--- config.mk ---
export PLATFORM = sky130hd
export DESIGN_NAME = scan_sel_sequencer_flat
export DESIGN_NICKNAME = d
export VERILOG_FILES = /design/src/rtl/scan_sel_if.sv /design/src/rtl/scan_sel_sequencer.sv /design/src/flat_wrapper.sv
export SDC_FILE = /design/constraint.sdc
export NUM_CORES = 1
export LEC_CHECK = 0
export BUFFER_PORTS_ARGS = -buffer_cell sky130_fd_sc_hd__buf_2
export CAP_MARGIN = 20
export CORE_MARGIN = 10
export CORE_UTILIZATION = 60
export DETAILED_ROUTE_END_ITERATION = 8
export PLACE_DENSITY = 0.82
export SLEW_MARGIN = 30
export SYNTH_ARGS = -nofsm -noshare
export SYNTH_HDL_FRONTEND = slang
export SYNTH_SLANG_ARGS = --single-unit
--- constraint.sdc ---
create_clock -name clk -period 3.9 [get_ports clk]
set_input_delay 0 -clock clk [delete_from_list [all_inputs] [get_ports clk]]
set_output_delay 0 -clock clk [all_outputs]
set_load 0.02 [all_outputs]
--- src/rtl/scan_sel_if.sv ---
// Bundles the control inputs and decoder-facing outputs of the scan select sequencer.
// The master side (controller or bench) drives the controls; the slave side is the sequencer.
interface scan_sel_if #(
    parameter int CNT_W = 16
) ();
    logic             start;
    logic             stop;
    logic             mode_cont;
    logic [7:0]       ch_mask;
    logic [CNT_W-1:0] dwell;
    logic [2:0]       sel;
    logic             sel_en;
    logic             busy;
    logic             frame_done;
    logic             err_mask;

    modport master (
        output start, stop, mode_cont, ch_mask, dwell,
        input  sel, sel_en, busy, frame_done, err_mask
    );

    modport slave (
        input  start, stop, mode_cont, ch_mask, dwell,
        output sel, sel_en, busy, frame_done, err_mask
    );
endinterface

--- src/rtl/scan_sel_sequencer.sv ---
// Scan select sequencer: walks a registered 3-bit select through the enabled
// channels of a latched mask, holding each channel for a dwell time with a
// blanking gap (decoder disabled) in front of every dwell. All outputs are registered.
module scan_sel_sequencer #(
    parameter int CNT_W        = 16,
    parameter int BLANK_CYCLES = 2
) (
    input  logic       clk,
    input  logic       rst_n,
    scan_sel_if.slave  bus
);
    typedef enum logic [1:0] {IDLE, BLANK, DWELL} state_t;

    // Blank counter holds BLANK_CYCLES-1 down to 0; keep at least one bit.
    localparam int BW = (BLANK_CYCLES > 2) ? $clog2(BLANK_CYCLES) : 1;
    localparam logic [BW-1:0] BLANK_LOAD = BW'((BLANK_CYCLES > 0) ? BLANK_CYCLES - 1 : 0);

    state_t           state, state_nxt;
    logic [2:0]       sel, sel_nxt;
    logic             sel_en, sel_en_nxt;
    logic             busy, busy_nxt;
    logic             frame_done, frame_done_nxt;
    logic             err_mask, err_mask_nxt;
    logic [7:0]       mask_lat, mask_lat_nxt;
    logic [CNT_W-1:0] dwell_lat, dwell_lat_nxt;
    logic             cont_lat, cont_lat_nxt;
    logic [BW-1:0]    bcnt, bcnt_nxt;
    logic [CNT_W-1:0] dcnt, dcnt_nxt;

    logic             enter;
    logic [2:0]       enter_ch;
    logic [CNT_W-1:0] enter_dw;
    logic [3:0]       hit;

    // Lowest set bit of m at or above index 'from'; returns {found, index}.
    function automatic logic [3:0] find_ch(input logic [7:0] m, input logic [3:0] from);
        logic [3:0] r;
        r = '0;
        for (int i = 7; i >= 0; i--) begin
            if (m[i] && (4'(i) >= from)) r = {1'b1, 3'(i)};
        end
        return r;
    endfunction

    // Dwell counter start value; a dwell of zero is stretched to one cycle.
    function automatic logic [CNT_W-1:0] dwell_load(input logic [CNT_W-1:0] d);
        return (d == '0) ? '0 : d - CNT_W'(1);
    endfunction

    assign bus.sel        = sel;
    assign bus.sel_en     = sel_en;
    assign bus.busy       = busy;
    assign bus.frame_done = frame_done;
    assign bus.err_mask   = err_mask;

    // Next-state and next-output logic; 'enter' funnels every channel entry
    // (frame start, channel advance, wrap) through one place.
    always_comb begin
        state_nxt      = state;
        sel_nxt        = sel;
        sel_en_nxt     = sel_en;
        busy_nxt       = busy;
        frame_done_nxt = 1'b0;
        err_mask_nxt   = 1'b0;
        mask_lat_nxt   = mask_lat;
        dwell_lat_nxt  = dwell_lat;
        cont_lat_nxt   = cont_lat;
        bcnt_nxt       = bcnt;
        dcnt_nxt       = dcnt;
        enter          = 1'b0;
        enter_ch       = sel;
        enter_dw       = dwell_lat;
        hit            = '0;

        if (bus.stop) begin
            state_nxt  = IDLE;
            sel_en_nxt = 1'b0;
            busy_nxt   = 1'b0;
        end else begin
            case (state)
                IDLE: begin
                    if (bus.start) begin
                        if (bus.ch_mask == 8'h00) begin
                            err_mask_nxt = 1'b1;
                        end else begin
                            mask_lat_nxt  = bus.ch_mask;
                            dwell_lat_nxt = bus.dwell;
                            cont_lat_nxt  = bus.mode_cont;
                            hit           = find_ch(bus.ch_mask, 4'd0);
                            enter         = 1'b1;
                            enter_ch      = hit[2:0];
                            enter_dw      = bus.dwell;
                        end
                    end
                end
                BLANK: begin
                    if (bcnt == '0) begin
                        state_nxt  = DWELL;
                        sel_en_nxt = 1'b1;
                        dcnt_nxt   = dwell_load(dwell_lat);
                    end else begin
                        bcnt_nxt = bcnt - BW'(1);
                    end
                end
                DWELL: begin
                    if (dcnt == '0) begin
                        hit = find_ch(mask_lat, {1'b0, sel} + 4'd1);
                        if (hit[3]) begin
                            enter    = 1'b1;
                            enter_ch = hit[2:0];
                        end else begin
                            frame_done_nxt = 1'b1;
                            if (cont_lat) begin
                                hit      = find_ch(mask_lat, 4'd0);
                                enter    = 1'b1;
                                enter_ch = hit[2:0];
                            end else begin
                                state_nxt  = IDLE;
                                sel_en_nxt = 1'b0;
                                busy_nxt   = 1'b0;
                            end
                        end
                    end else begin
                        dcnt_nxt = dcnt - CNT_W'(1);
                    end
                end
                default: begin
                    state_nxt  = IDLE;
                    sel_en_nxt = 1'b0;
                    busy_nxt   = 1'b0;
                end
            endcase
        end

        if (enter) begin
            sel_nxt  = enter_ch;
            busy_nxt = 1'b1;
            if (BLANK_CYCLES == 0) begin
                state_nxt  = DWELL;
                sel_en_nxt = 1'b1;
                dcnt_nxt   = dwell_load(enter_dw);
            end else begin
                state_nxt  = BLANK;
                sel_en_nxt = 1'b0;
                bcnt_nxt   = BLANK_LOAD;
            end
        end
    end

    // State, output and latched-configuration registers with async clear.
    always_ff @(posedge clk or negedge rst_n) begin
        if (!rst_n) begin
            state      <= IDLE;
            sel        <= '0;
            sel_en     <= 1'b0;
            busy       <= 1'b0;
            frame_done <= 1'b0;
            err_mask   <= 1'b0;
            mask_lat   <= '0;
            dwell_lat  <= '0;
            cont_lat   <= 1'b0;
            bcnt       <= '0;
            dcnt       <= '0;
        end else begin
            state      <= state_nxt;
            sel        <= sel_nxt;
            sel_en     <= sel_en_nxt;
            busy       <= busy_nxt;
            frame_done <= frame_done_nxt;
            err_mask   <= err_mask_nxt;
            mask_lat   <= mask_lat_nxt;
            dwell_lat  <= dwell_lat_nxt;
            cont_lat   <= cont_lat_nxt;
            bcnt       <= bcnt_nxt;
            dcnt       <= dcnt_nxt;
        end
    end
endmodule

--- src/flat_wrapper.sv ---
// flat-port wrapper written by rule: the top's interface ports become plain ports
module scan_sel_sequencer_flat 
#(
    parameter int CNT_W        = 16,
    parameter int BLANK_CYCLES = 2
)
  (clk, rst_n, bus_start, bus_stop, bus_mode_cont, bus_ch_mask, bus_dwell, bus_sel, bus_sel_en, bus_busy, bus_frame_done, bus_err_mask);
  scan_sel_if #(.CNT_W(CNT_W)) bus_i ();
  input  logic clk;
  input  logic rst_n;
  input wire logic [$bits(bus_i.start)-1:0] bus_start;
  input wire logic [$bits(bus_i.stop)-1:0] bus_stop;
  input wire logic [$bits(bus_i.mode_cont)-1:0] bus_mode_cont;
  input wire logic [$bits(bus_i.ch_mask)-1:0] bus_ch_mask;
  input wire logic [$bits(bus_i.dwell)-1:0] bus_dwell;
  output wire logic [$bits(bus_i.sel)-1:0] bus_sel;
  output wire logic [$bits(bus_i.sel_en)-1:0] bus_sel_en;
  output wire logic [$bits(bus_i.busy)-1:0] bus_busy;
  output wire logic [$bits(bus_i.frame_done)-1:0] bus_frame_done;
  output wire logic [$bits(bus_i.err_mask)-1:0] bus_err_mask;
  assign bus_i.start = bus_start;
  assign bus_i.stop = bus_stop;
  assign bus_i.mode_cont = bus_mode_cont;
  assign bus_i.ch_mask = bus_ch_mask;
  assign bus_i.dwell = bus_dwell;
  assign bus_sel = bus_i.sel;
  assign bus_sel_en = bus_i.sel_en;
  assign bus_busy = bus_i.busy;
  assign bus_frame_done = bus_i.frame_done;
  assign bus_err_mask = bus_i.err_mask;
  scan_sel_sequencer #(.CNT_W(CNT_W), .BLANK_CYCLES(BLANK_CYCLES)) u_core (.clk(clk), .rst_n(rst_n), .bus(bus_i));
endmodule
Word-level counts from Yosys, hierarchy flattened
Index checks and enable logic that the tools add are counted.

word-level totals
  bits in registers = 51
  logic and storage cells = 135

operators by class
  $add $sub $neg = 4
  order comparisons = 8
  eq/ne operators = 15
  muxes and demuxes = 73
  bitwise logic cells = 2
  reduce and logical (&&, ||, !) cells = 22

operator list
  kind                     number
  $mux W3                  21
  $mux W16                 3
  $mux W4                  11
  $logic_not A16 Y1        2
  $pmux W16 S2             1
  $sub A16 B1 Y16 const B  2
  $mux W1                  26
  $ge A3 B4 Y1 const A     4
  $mux W2                  6
  $reduce_and A4 Y1        3
  $ge A1 B4 Y1 const A     2
  $ge A2 B4 Y1 const A     2
  $logic_and A1 B1 Y1      8
  $logic_not A8 Y1         1
  $ne A2 B2 Y1 const B     4
  $ne A4 B4 Y1 const B     2
  $reduce_and A7 Y1        1
  $ne A3 B1 Y1 const B     2
  $pmux W2 S3              1
  $pmux W3 S2              1
  $reduce_bool A2 Y1       3
  $reduce_and A5 Y1        1
  $add A3 B1 Y4 const B    1
  $ne A2 B1 Y1 const B     2
  other kinds (12)         14

Longest topological paths before layout
  word-level depth = 20
  depth in mapped cells = 10

Least setup slack after synthesis
No wires, ideal clock.

  path type = register to register
  from = register u_core.dcnt[0]
  to = register u_core.sel[1], in the netlist u_core.bus.sel[1]
  library setup time = 125 ps
  arrival time = 2267 ps
  required time = 3775 ps
  path slack = 1508 ps
  cell stages (with the launch flop) = 9
  buffers on the path = 0
  period minus slack after synthesis = 2392 ps
  path through = dfrtp_1 inv_1 ha_1 or3b_2 nor4_4 a21oi_1 a211oi_1 and2_1 mux2_2

on the way
  cells in the longest elaborated chain, start to end = 5
  elaborated cells between the ends (all ways) = 6
  classes of those cells = eq/ne: 1; mux: 3; reduce/logical: 2

ends and longest elaborated chain
  element                                 line                       RTL
  start, declared                         scan_sel_sequencer.sv:28   logic [CNT_W-1:0] dcnt, dcnt_nxt;
  start signal, assigned                  scan_sel_sequencer.sv:175  dcnt <= dcnt_nxt;
  $logic_not A16 Y1 (*)                   scan_sel_sequencer.sv:106  if (dcnt == '0) begin
  $mux W1                                 scan_sel_sequencer.sv:106
  $pmux W1 S2                             scan_sel_sequencer.sv:80   case (state)
  $mux W1                                 scan_sel_sequencer.sv:75   if (bus.stop) begin
  $reduce_and A7 Y1 (no source line) (*)  n/a
  end signal, assigned                    scan_sel_sequencer.sv:166  sel <= sel_nxt;
  end, declared                           scan_sel_sequencer.sv:19   logic [2:0] sel, sel_nxt;

Mark *: on every way between the ends. The rest lies on a longest branch, timed or not.
A chain may end at the register's enable or synchronous reset.

Worst setup path after layout
  from = register u_core.dcnt[0]
  to = register u_core.dcnt[2]

on the way
  cells in the longest elaborated chain, start to end = 3
  elaborated cells between the ends (all ways) = 6
  classes of those cells = add/sub: 1; eq/ne: 1; mux: 2; reduce/logical: 2

ends and longest elaborated chain
  element                                                      line
  $sub A16 B1 Y16 / $logic_not A16 Y1 (equally long branches)  scan_sel_sequencer.sv:124, scan_sel_sequencer.sv:106
  $mux W16 / $ne A2 B2 Y1 (equally long branches)              n/a
  $pmux W16 S2 / $reduce_and A4 Y1 (equally long branches)     n/a

Parallel ways exist; a longest one is shown, timed or not. The select of a mux whose other input is x is not followed.

==> reports/metrics.yaml <==
status:
  outcome: "complete, no violations"
clocking:
  clkSinkCount: 50
  root_buffer: "clkbuf_8"
  cts_made_buffers: 5
  cts_resized: 0
  cts-htree-levels: 2
  clk_latency_ps: 300
  cts_setup_buffers: 0
  clkTransAtPathRegs_ps: 90
  cts_tree: "built"
  clock_path_buffers: 2
sta:
  max_freq_mhz: 344
  rsz0062_at_grt: "false"
  period_share_pct: 74.5
  tightest_slew_ps: 805
  final_hold_viol_count: 0
  period_needed_ps: 2900
  relSlewSlack_pct: 46.3
  setup_viol: 0
  setup_tns_ps: 0
  final.setup.worst_slack_ps: 996
  slew_violations: 0
  clock_skew_ps: 6.17
cells_and_area:
  fillers: 373
  seq_area_mm2: 0.00125
  drive_gt1_share_pct: 19.6
  multi_input_area_mm2: 0.00178
  fin_nets: 431
  syn_to_final_growth_pct: 18.6
  stdcell_count: 463
placed_design:
  dp_hpwl_mm: 5.30
  dp_cells: 427
  dp_slack_ps: 1090
  gp_congestion: 0.880
  port_buffers: 35
floorplan:
  start_util_pct: 61.5
  rows: 26
  core_mm2: 0.00511
  dieArea_mm2: 0.00853
  die_w_um: 92.3
  die_h_um: 92.3
  io_pins: 36
global_route:
  grt_pass1_vias: 2864
  grt_pass1_wl_mm: 13.4
  grt-ovfl-total: 0
  antenna_found_initial: 0
  track_usage_pct: 18.8
  grt_start_max_net_pins: 51
route:
  drt_iter0_drc: 246
  wl_per_cell_um: 17.2
  wirelength_mm: 7.96
  drcViolationCount: 0
  final_antenna_net_count: 0
  firstDrtPassIters: 5
  viasPerCell: 6.19
  dr_total_vias: 2864
yosys:
  synth-seq-area-share_pct: 39.8
  synth_top_area_share_pct: 39.8
  ys_ff_latch: 50
  postSynthCellCount: 332
  synth_ff_type: "dfrtp_1"
  synth_edf_count: 0
  synth_warnings: 0
  synth_top_cell_by_area: "dfrtp_1"
  async_flop_share_pct: 100
  synth_area_leaders: "dfrtp_1 (40%), mux2_2 (7.9%), ha_1 (4.0%)"
  syn_area_per_cell_um2: 9.46
  syn_nets: 371
  synth_cell_types: 59
  synth.cell_area_mm2: 0.00314
run:
  cap_viol_max_count: 0
worst_hold_path:
  min_path_type: "primary input to flip-flop"
  min_from: "bus_ch_mask[2]"
worst_setup_path:
  crit_path_start_kind: "flip-flop"
  path_class: "flip-flop to flip-flop"
  r2r_start: "u_core.dcnt[0]"
  startpoint: "u_core.dcnt[0]"
  crit_fanout: 18
  crit_required_ps: 4090
  worstPathArrival_ps: 3090
  endpoint_kind: "flip-flop"
  rrSetupSlack_ps: 1000
power:
  ir_drop_mv: 0.519
  p_total_mw: 2.80
  p_leak_nw: 1.58
  power.density_mw_per_mm2: 752
==> timing repair <==
item	CTS	global route
endpoints found under the hold margin	76	0
hold buffers	28	0
endpoints found under the setup margin	0	0
==> worst max-delay path: stages, from the launching register on <==
cell	delay [ps]
dfrtp_1	410
inv_1	90
ha_1	190
or3b_2	530
nor4_4	380
a31o_1	580
or2_1	290
nor2_1	80
a221o_1	260
==> layout by cell type, fill, tap and decap left out, drive strengths merged, types with 4 or more instances in the layout <==
cell and count:
dlygate4sd3 28, mux2 22, inv 18, nand3 6, nand2b 7, or2 4, nor4 7, nor2 26
clkbuf 7, buf 36, o21ai 22, xor2 6, or4 4, or3 7, o21bai 4, ha 10
a21oi 14, o221ai 4, a221o 4, dfrtp 50, xnor2 8, nand2 31, o22ai 8, nor3 10
==> flip-flops by register name, indices dropped and copies added, names as in the netlist, 3 cells and up <==
name              flops
u_core.mask_lat       8
u_core.dcnt          16
u_core.dwell_lat     16
u_core.bus.sel        3
==> per-stage QoR <==
stage | instance area (um^2) | hold WS (ps) | util, %
after floorplan | 3140 | -296 | -
after global placement | 3360 | 207 | 65.8
after detailed placement | 3360 | 64.1 | 65.8
after CTS | 3720 | 1.61 | 72.8
after global routing | 3720 | 22.4 | 72.9
final | 3730 | 14.3 | 73.0
==> worst paths after layout <==
check | endpoint | cells after the start
min in group asynchronous | u_core.dwell_lat[10] | 2
max in group asynchronous | u_core.bus.err_mask | 2
setup / recovery | u_core.dcnt[2] | 8
setup reg to reg | u_core.dcnt[2] | 8
hold / removal | u_core.mask_lat[2] | 2
hold reg to reg | u_core.dcnt[10] | 1
==> cells in the mapped netlist, types with 3 or more instances <==
cell type,n
nand2_1,31
o21ai_0,21
o41ai_1,3
xnor2_1,8
a31oi_1,3
o21bai_1,4
dfrtp_1,50
o22ai_1,8
clkbuf_1,5
or3_1,6
o211ai_1,3
ha_1,10
o211a_1,3
or2_2,3
nor3_1,10
nand3b_1,3
a221o_1,4
o221ai_1,4
nor2_1,26
xor2_1,6
inv_1,18
nand3_1,6
o21a_1,3
nand2b_1,7
o31ai_1,3
a21oi_1,14
mux2_2,22
a21o_1,3
nor4_1,4
==> power breakdown <==
| part | leakage (nW) | switching (mW) | total (mW) | internal, mW |
|---|---|---|---|---|
| Sequential | 0.613 | 0.297 | 1.07 | 0.769 |
| Combinational | 0.927 | 0.804 | 1.45 | 0.643 |
| Clock | 0.0383 | 0.165 | 0.289 | 0.124 |
==> layout make-up <==
type / count / share of cell area, %
multi-input combinational: 253 / 47.6
sequential: 50 / 33.6
timing repair buffer: 64 / 12.5
tap: 70 / 2.35
clock buffer: 7 / 2.05
inverter: 18 / 1.81
antenna: 1 / 0.0672
==> cells by family after synthesis <==
| family | synth area share [%] |
|---|---|
| compound gates | 21.0 |
| xor+xnor | 3.90 |
| fa+ha+maj | 3.98 |
| buf+inv | 3.90 |
| flops | 39.8 |
| mux | 8.53 |
| simple gates | 18.9 |
==> routing by layer <==
layer / vias to the layer above / GRT usage, % / routed length (um)
li1: 1340 / - / -
met1: 1364 / 22.6 / 3190
met2: 130 / 31.9 / 3980
met3: 30 / 4.52 / 552
met4: 0 / 7.20 / 231
met5: - / 0 / 0
Note: power is estimated with default switching activity, not from simulation.
